<file path="config.mk">
export PLATFORM = sky130hd
export DESIGN_NAME = ex_mem_skid_reg
export DESIGN_NICKNAME = d
export VERILOG_FILES = /design/src/rtl/ex_mem_skid_reg.sv
export SDC_FILE = /design/constraint.sdc
export NUM_CORES = 1
export LEC_CHECK = 0
export CAP_MARGIN = 20
export CELL_PAD_IN_SITES_DETAIL_PLACEMENT = 0
export CELL_PAD_IN_SITES_GLOBAL_PLACEMENT = 2
export CORE_ASPECT_RATIO = 0.7
export CORE_MARGIN = 5
export CORE_UTILIZATION = 34
export DETAILED_ROUTE_END_ITERATION = 8
export GPL_TIMING_DRIVEN = 0
export PLACE_DENSITY_LB_ADDON = 0.1
export RECOVER_POWER = 25
export SLEW_MARGIN = 10
export SYNTH_ARGS = -nofsm -noshare
export SYNTH_HDL_FRONTEND = slang
export SYNTH_SLANG_ARGS = --single-unit
export TNS_END_PERCENT = 10
</file>
<file path="constraint.sdc">
create_clock -name clk -period 12.7 [get_ports clk]
set_clock_uncertainty 0.2 [all_clocks]
set_input_delay 1.27 -clock clk [delete_from_list [all_inputs] [get_ports clk]]
set_output_delay 1.27 -clock clk [all_outputs]
set_load 0.1 [all_outputs]
</file>
<file path="src/rtl/ex_mem_skid_reg.sv">
// ex_mem_skid_reg
//
// Execute-to-Memory pipeline register with a one-entry skid buffer. The
// block carries full throughput (one beat per cycle) when Memory is ready.
// It absorbs one extra beat when Memory stalls. ReadyE is decoded from
// registered state only, so there is no combinational ready path from
// Memory back to Execute.
//
// Parameters
//   XLEN  width of ALU result, store data and PC+4 fields
//   RW    destination register index width
//   CW    control bundle width (RegWrite, FPRegWrite, MemWrite, ResultSrc)
//   SCW   stall counter width
//
// Ports
//   clk                                   rising-edge clock
//   reset                                 asynchronous active-high reset
//   ValidE / ReadyE                       Execute-side handshake
//   ALUResultE, WriteDataE, PCPlus4E,
//   RdE, CtrlE                            Execute-side payload
//   FlushM                                synchronous squash of held beats
//   ValidM / ReadyM                       Memory-side handshake
//   ALUResultM, WriteDataM, PCPlus4M,
//   RdM, CtrlM                            Memory-side payload (main entry)
//   CountM                                occupancy 0..2 (equals FSM state)
//   StallCntM                             saturating back-pressure counter
module ex_mem_skid_reg #(
  parameter int unsigned XLEN = 32,
  parameter int unsigned RW   = 5,
  parameter int unsigned CW   = 4,
  parameter int unsigned SCW  = 16
) (
  input  logic            clk,
  input  logic            reset,
  // Execute side
  input  logic            ValidE,
  output logic            ReadyE,
  input  logic [XLEN-1:0] ALUResultE,
  input  logic [XLEN-1:0] WriteDataE,
  input  logic [XLEN-1:0] PCPlus4E,
  input  logic [RW-1:0]   RdE,
  input  logic [CW-1:0]   CtrlE,
  // Memory side
  input  logic            FlushM,
  output logic            ValidM,
  input  logic            ReadyM,
  output logic [XLEN-1:0] ALUResultM,
  output logic [XLEN-1:0] WriteDataM,
  output logic [XLEN-1:0] PCPlus4M,
  output logic [RW-1:0]   RdM,
  output logic [CW-1:0]   CtrlM,
  output logic [1:0]      CountM,
  output logic [SCW-1:0]  StallCntM
);

  // Encoding chosen so occupancy is the state value itself.
  typedef enum logic [1:0] {
    StEmpty = 2'd0,
    StOne   = 2'd1,
    StFull  = 2'd2
  } state_e;

  typedef struct packed {
    logic [XLEN-1:0] alu_result;
    logic [XLEN-1:0] write_data;
    logic [XLEN-1:0] pc_plus4;
    logic [RW-1:0]   rd;
    logic [CW-1:0]   ctrl;
  } beat_t;

  state_e         state_q, state_d;
  beat_t          main_q, main_d;
  beat_t          skid_q, skid_d;
  logic [SCW-1:0] stall_cnt_q, stall_cnt_d;

  beat_t beat_e;
  logic  up_xfer;
  logic  dn_xfer;

  assign beat_e = '{
    alu_result: ALUResultE,
    write_data: WriteDataE,
    pc_plus4:   PCPlus4E,
    rd:         RdE,
    ctrl:       CtrlE
  };

  // Handshake status decoded purely from registered state.
  assign ReadyE  = (state_q != StFull);
  assign ValidM  = (state_q != StEmpty);
  assign up_xfer = ValidE & ReadyE;
  assign dn_xfer = ValidM & ReadyM;

  // Next-state and entry update.
  always_comb begin
    state_d = state_q;
    main_d  = main_q;
    skid_d  = skid_q;

    if (FlushM) begin
      // Flush beats every transfer, including a same-cycle ValidE beat.
      state_d = StEmpty;
      main_d  = '0;
      skid_d  = '0;
    end else begin
      unique case (state_q)
        StEmpty: begin
          if (up_xfer) begin
            main_d  = beat_e;
            state_d = StOne;
          end
        end
        StOne: begin
          if (up_xfer && dn_xfer) begin
            main_d = beat_e;
          end else if (dn_xfer) begin
            // Main keeps its stale contents; CtrlM is gated below.
            state_d = StEmpty;
          end else if (up_xfer) begin
            // Memory stalled while Execute delivered: park beat in skid.
            skid_d  = beat_e;
            state_d = StFull;
          end
        end
        StFull: begin
          if (ReadyM) begin
            main_d  = skid_q;
            state_d = StOne;
          end
        end
        default: begin
          state_d = StEmpty;
        end
      endcase
    end
  end

  // Back-pressure counter: independent of flush, saturating at all-ones.
  always_comb begin
    stall_cnt_d = stall_cnt_q;
    if (ValidM && !ReadyM && (stall_cnt_q != {SCW{1'b1}})) begin
      stall_cnt_d = stall_cnt_q + SCW'(1);
    end
  end

  always_ff @(posedge clk or posedge reset) begin
    if (reset) begin
      state_q     <= StEmpty;
      main_q      <= '0;
      skid_q      <= '0;
      stall_cnt_q <= '0;
    end else begin
      state_q     <= state_d;
      main_q      <= main_d;
      skid_q      <= skid_d;
      stall_cnt_q <= stall_cnt_d;
    end
  end

  assign ALUResultM = main_q.alu_result;
  assign WriteDataM = main_q.write_data;
  assign PCPlus4M   = main_q.pc_plus4;
  assign RdM        = main_q.rd;
  // Never expose write enables without a valid beat.
  assign CtrlM      = ValidM ? main_q.ctrl : '0;
  assign CountM     = state_q;
  assign StallCntM  = stall_cnt_q;

endmodule

</file>
==> flow_metrics.env, run 1 <==
export IMPL_p_int_mw=1.36
export IMPL_arrival_ns=3.18
export IMPL_drt_met1_wl_um=16700
export IMPL_tritoncts="built"
export IMPL_yosysWarnings=0
export IMPL_numCtsBuffers=25
export IMPL_syn_instance_count=1116
export IMPL_multi_input_comb_area_um2=4090
export IMPL_placedCellCount=1777
export IMPL_vias=8569
export IMPL_drc_errors=0
export IMPL_drv_cap=1
export IMPL_cts_root_buf="clkbuf_16"
export IMPL_totalWireLength_um=33100
export IMPL_layout_min_cycle_time_ns=4.65
export IMPL_power_switching_mw=0.755
export IMPL_die_area_um2=36100
export IMPL_synth_commonest_cells="nand2_1, dfrtp_1, buf_4, a21oi_1"
export IMPL_cts_sinks=228
export IMPL_maxSlewHeadroom_pct=-45.5
export IMPL_portBuffers=232
export IMPL_fmax_mhz=215
export IMPL_combPwrFrac_pct=28.2
export IMPL_setup_viol=0
export IMPL_antenna_found_initial=0
export IMPL_critPathMaxFanout=10
export IMPL_diodes=0
export IMPL_fillers=3099
export IMPL_pwr_share_seq_pct=38.1
export IMPL_clk_pin_slew_ns=0.06
export IMPL_grt_usage_pct=18.0
export IMPL_fin_tns_setup_ns=0
export IMPL_final_cells=1819
export IMPL_place_area_um2=13900
export IMPL_drt_initial_drc_count=561
export IMPL_violations="capacitance limit, slew limit"
export IMPL_yosysUniqueCellTypes=37
export IMPL_hold_violations=0
export IMPL_via_per_inst=4.71
export IMPL_finalCritPeriodShare_pct=36.6
export IMPL_num_rows=55
export IMPL_peakVddDrop_mv=0.0929
export IMPL_register_area_um2=5710
export IMPL_power_frac_clock_pct=33.6
export IMPL_yosysSeqAreaShare_pct=51.9
export IMPL_powerDensity_nw_per_um2=144
export IMPL_die_w_um=225
export IMPL_grt_pass1_wl_um=52000
export IMPL_hold_class="register to register"
export IMPL_grt_pass1_vias=8714
export IMPL_synth_most_common_cell="nand2_1"
export IMPL_dr_wl_met2_um=14500
export IMPL_whs_ns=0.274
export IMPL_postRouteAntennaNets=0
export IMPL_cp_required_ns=11.23
export IMPL_tightest_slew_ns=2.17
export IMPL_power_mw=2.11
export IMPL_grt_max_degree=96
export IMPL_rsz0062_at_grt="false"
export IMPL_crit_type="register to output port"
export IMPL_cts_htree_levels=1
export IMPL_synth_area_top_cells="dfrtp_1, nand2_1, mux2i_1"
export IMPL_place_congestion=0.739
export IMPL_power_share_switching_pct=35.7
export IMPL_clkLatencyLatePin_ns=0.52
export IMPL_finish_instance_area_um2=14700
export IMPL_avgSynthCellArea_um2=9.85
export IMPL_gr_total_overflow=0
export IMPL_drt_pass1_iterations=5
export IMPL_start_util_pct=34.2
export IMPL_syn_to_final_growth_pct=33.5
export IMPL_top_level_ports=235
export IMPL_routed_top_layer="met4"
export IMPL_post_cts_resized=0
export IMPL_dp_hpwl_um=23300
export IMPL_synth_top_area_share_pct=51.9
export IMPL_ys_async_sr_fraction_pct=100
export IMPL_syn_area_um2=11000
export IMPL_run_status="complete, but fails checks"
export IMPL_hold_buffers=0
export IMPL_p_leak_nw=6.92
export IMPL_die_h_um=160
export IMPL_nets=1488
export IMPL_drive_above_1_share_pct=14.2
export IMPL_cts_setup_buffers=0
export IMPL_maxSlewViolCount=42
export IMPL_core_um2=32100
export IMPL_ys_ff_latch=228
export IMPL_syn_nets=1227
export IMPL_wl_per_cell_um=18.2
export IMPL_start_kind="register"
export IMPL_netlist_top_cell_by_area="dfrtp_1"
export IMPL_utilization_pct=45.7
export IMPL_pre_cts_ws_ns=8.59
export IMPL_end_kind="output port"
export IMPL_wl_met3_um=1360
export IMPL_synth_main_ff_cell="dfrtp_1"
export IMPL_cts_buffer_depth=3
export IMPL_setup_slack_ns=8.05
export IMPL_synth_edf_count=0
## power by group through the flow
stage / Sequential, mW / Clock (mW) / Combinational (mW)
floorplan: 0.872 / 0 / 0.379
global placement: 0.820 / 0 / 0.600
detailed placement: 0.820 / 0 / 0.604
CTS: 0.807 / 0.733 / 0.605
global route: 0.814 / 0.763 / 0.627
finish: 0.807 / 0.711 / 0.597
## metal layers
layer  vias to the layer above  GRT usage [%]
met5                         -              0
met1                      4169           27.8
met2                       155           26.9
li1                       4216              -
met3                        29           3.34
met4                         0           2.63
## kinds of logic after synthesis
group,Yosys count,synth area share [%]
AND/OR/NAND/NOR,359,13.3
flip-flops,228,51.9
AO/OA/AOI/OAI,218,12.9
buffers and inverters,189,10.9
multiplexers,108,9.87
XOR/XNOR,13,1.04
adder cells (fa/ha/maj),1,0.114
## flip-flops by register name (all words and copies together) (netlist names)
signal      count
ALUResultM     32
main_q          4
RdM             5
skid_q        105
PCPlus4M       32
WriteDataM     32
CountM          2
StallCntM      16
## layout by cell type (no fill, tap or decap), types with 2 or more instances in the layout
cell type / count
xor2_1: 10
o31ai_1: 105
buf_4: 121
dfrtp_1: 228
a21oi_1: 107
xnor2_1: 3
buf_16: 2
mux2i_1: 105
buf_2: 25
clkbuf_16: 25
nor4_1: 4
nand3_1: 5
nand2_1: 322
clkdlybuf4s50_1: 231
nor2_1: 5
or2_2: 2
clkbuf_1: 45
nor3_1: 3
clkbuf_8: 5
inv_1: 5
nor4b_1: 2
nand4_1: 2
nor2b_1: 5
mux2_2: 3
## layout make-up
| class | count | share of cell area, % |
|---|---|---|
| clock buffers | 39 | 4.96 |
| well taps | 427 | 3.64 |
| repair buffers | 234 | 16.2 |
| plain buffers | 183 | 8.04 |
| flip-flops and latches | 228 | 38.9 |
| multi-input cells | 699 | 27.8 |
| clock inverters | 3 | 0.315 |
| inverters | 6 | 0.162 |
## worst paths after layout
path	from	depth (start not counted)	end	slack, ns
worst min register to register	WriteDataM[13]	2	WriteDataM[13]	0.27
worst max-delay path	CountM[0]	5	ReadyE	8.05
min in group asynchronous	reset	2	skid_q[15]	1.58
max in group asynchronous	reset	3	WriteDataM[13]	9.49
worst max register to register	CountM[1]	6	PCPlus4M[11]	10.29
worst min-delay path	WriteDataM[13]	2	WriteDataM[13]	0.27
## critical path, cell delays in order (launching register included)
cell             delay, ns
dfrtp_1               0.51
inv_1                 0.18
nand2_2               0.24
buf_4                 0.27
buf_4                 0.26
clkdlybuf4s50_1       1.18
(Power assumes the default switching activity.)
==> run 2, diff against run 1 <==
--- a/config.mk
+++ b/config.mk
@@ -10,7 +10,7 @@
 export CELL_PAD_IN_SITES_GLOBAL_PLACEMENT = 2
 export CORE_ASPECT_RATIO = 0.7
 export CORE_MARGIN = 5
-export CORE_UTILIZATION = 34
+export CORE_UTILIZATION = 29
 export DETAILED_ROUTE_END_ITERATION = 8
 export GPL_TIMING_DRIVEN = 0
 export PLACE_DENSITY_LB_ADDON = 0.1
==> constraint.sdc (replaced) <==
create_clock -name clk -period 3.8 [get_ports clk]
set_clock_uncertainty 0.2 [all_clocks]
set_input_delay 0.38 -clock clk [delete_from_list [all_inputs] [get_ports clk]]
set_output_delay 0.38 -clock clk [all_outputs]
set_load 0.1 [all_outputs]
==> flow_metrics.env, run 2 (same netlist as run 1, synthesis figures left out) <==
export IMPL_run_status="finished, final reports clean"
export IMPL_arrival_ns=2.97
export IMPL_drt_initial_drc_count=471
export IMPL_via_per_inst=4.55
export IMPL_p_leak_nw=7.01
export IMPL_pre_cts_ws_ns=0.525
export IMPL_cp_required_ns=3.22
export IMPL_maxSlewViolCount=0
export IMPL_finalCritPeriodShare_pct=93.3
export IMPL_cts_htree_levels=1
export IMPL_syn_to_final_growth_pct=35.7
export IMPL_hold_class="primary input to register"
export IMPL_start_kind="register"
export IMPL_power_frac_clock_pct=35.6
export IMPL_grt_max_degree=34
export IMPL_largest_register="skid_q"
export IMPL_cts_sinks=228
export IMPL_rsz0062_at_grt="false"
export IMPL_setup_slack_ns=0.254
export IMPL_numCtsBuffers=27
export IMPL_pwr_share_seq_pct=36.8
export IMPL_drt_pass1_iterations=6
export IMPL_grt_usage_pct=16.6
export IMPL_vias=8612
export IMPL_p_int_mw=4.73
export IMPL_end_kind="output port"
export IMPL_tightest_slew_ns=1.37
export IMPL_cts_root_buf="clkbuf_16"
export IMPL_die_w_um=243
export IMPL_setup_viol=0
export IMPL_portBuffers=232
export IMPL_tritoncts="built"
export IMPL_place_congestion=0.735
export IMPL_power_share_switching_pct=35.4
export IMPL_dp_hpwl_um=25500
export IMPL_fmax_mhz=282
export IMPL_powerDensity_nw_per_um2=490
export IMPL_routed_top_layer="met5"
export IMPL_grt_pass1_vias=8954
export IMPL_grt_pass1_wl_um=55700
export IMPL_gr_total_overflow=0
export IMPL_drc_errors=0
export IMPL_drv_cap=0
export IMPL_clk_pin_slew_ns=0.06
export IMPL_die_h_um=173
export IMPL_start_util_pct=29.5
export IMPL_drive_above_1_share_pct=14.9
export IMPL_layout_commonest_cell="nand2_1"
export IMPL_dr_wl_met2_um=15600
export IMPL_power_mw=7.31
export IMPL_layout_min_cycle_time_ns=3.55
export IMPL_combPwrFrac_pct=27.5
export IMPL_num_rows=59
export IMPL_postRouteAntennaNets=0
export IMPL_fillers=3730
export IMPL_wl_per_cell_um=18.7
export IMPL_antenna_found_initial=2
export IMPL_hold_violations=0
export IMPL_cts_buffer_depth=3
export IMPL_crit_type="register to output port"
export IMPL_finish_instance_area_um2=14900
export IMPL_drt_met1_wl_um=17500
export IMPL_wl_met3_um=1390
export IMPL_utilization_pct=40.0
export IMPL_power_switching_mw=2.59
export IMPL_peakVddDrop_mv=0.298
export IMPL_layout_common_cells="nand2_1, clkdlybuf4s50_1, dfrtp_1, buf_4, a21oi_1"
export IMPL_critPathMaxFanout=10
export IMPL_place_area_um2=14100
export IMPL_maxSlewHeadroom_pct=8.80
export IMPL_clkLatencyLatePin_ns=0.55
export IMPL_nets=1497
export IMPL_core_um2=37300
export IMPL_top_level_ports=235
export IMPL_die_area_um2=42000
export IMPL_largest_reg_flops=105
export IMPL_totalWireLength_um=35400
## run 2: cell type report
type | count | area (µm²) | share of cell area [%]
clock inverter | 9 | 103 | 0.688
buffer | 183 | 1180 | 7.91
multi-input combinational | 699 | 4090 | 27.4
timing repair buffer | 241 | 2430 | 16.3
sequential | 228 | 5710 | 38.2
tap | 488 | 611 | 4.09
inverter | 6 | 23.8 | 0.159
antenna | 1 | 2.50 | 0.0168
clock buffer | 39 | 781 | 5.23
## run 2: critical path, cell delays in order, from the launching register on
cell and delay, ns:
dfrtp_1 0.50, inv_1 0.17, nand2_2 0.29, buf_4 0.29
buf_4 0.26, dlygate4sd2_1 0.89
## run 2: routing by layer
| layer | up-vias | track usage [%] |
|---|---|---|
| met4 | 2 | 4.21 |
| met3 | 48 | 3.10 |
| met1 | 4148 | 24.3 |
| li1 | 4243 | - |
| met5 | - | 0 |
| met2 | 171 | 25.3 |
## run 2: final timing paths
| path | cells after the start | slack [ns] | endpoint | start |
|---|---|---|---|---|
| max in group asynchronous | 7 | 0.64 | skid_q[54] | reset |
| worst min-delay path | 3 | 0.20 | skid_q[3] | CtrlE[3] |
| worst max-delay path | 5 | 0.25 | ReadyE | CountM[0] |
| worst min register to register | 2 | 0.27 | main_q[2] | main_q[2] |
| min in group asynchronous | 2 | 0.29 | ALUResultM[26] | reset |
| worst max register to register | 7 | 1.38 | skid_q[49] | CountM[1] |
## run 2: repair_timing
action | 4_1_cts | 5_1_grt
resized for setup | 1 | 0
hold endpoints to repair | 1 | 0
hold buffers | 1 | 0
endpoints found under the setup margin | 1 | 0
buffers inserted | 0 | 0
## run 2: through the flow
stage	setup TNS [ns]	hold WS, ns	std cells
4_1_cts	0	0.0579	1893
3_3_place_gp	-467.78	0.256	1836
5_1_grt	0	0.193	1894
3_5_place_dp	0	0.258	1844
2_1_floorplan	0	0.241	1116
6_report	0	0.200	1894
## run 2: power by group through the flow
stage / registers (mW) / logic, mW / clock network, mW
2_1_floorplan: 2.91 / 1.27 / 0
3_3_place_gp: 2.74 / 2.02 / 0
4_1_cts: 2.70 / 2.05 / 2.71
5_1_grt: 2.72 / 2.11 / 2.81
6_report: 2.70 / 2.01 / 2.61
3_5_place_dp: 2.74 / 2.04 / 0
==> run 3, diff against run 2 <==
--- a/config.mk
+++ b/config.mk
@@ -15,6 +15,7 @@
 export GPL_TIMING_DRIVEN = 0
 export PLACE_DENSITY_LB_ADDON = 0.1
 export RECOVER_POWER = 25
+export SETUP_SLACK_MARGIN = 0.02
 export SLEW_MARGIN = 10
 export SYNTH_ARGS = -nofsm -noshare
 export SYNTH_HDL_FRONTEND = slang
==> results of run 3 <==
The final DEF is identical to that of run 2; final timing and power are the same.
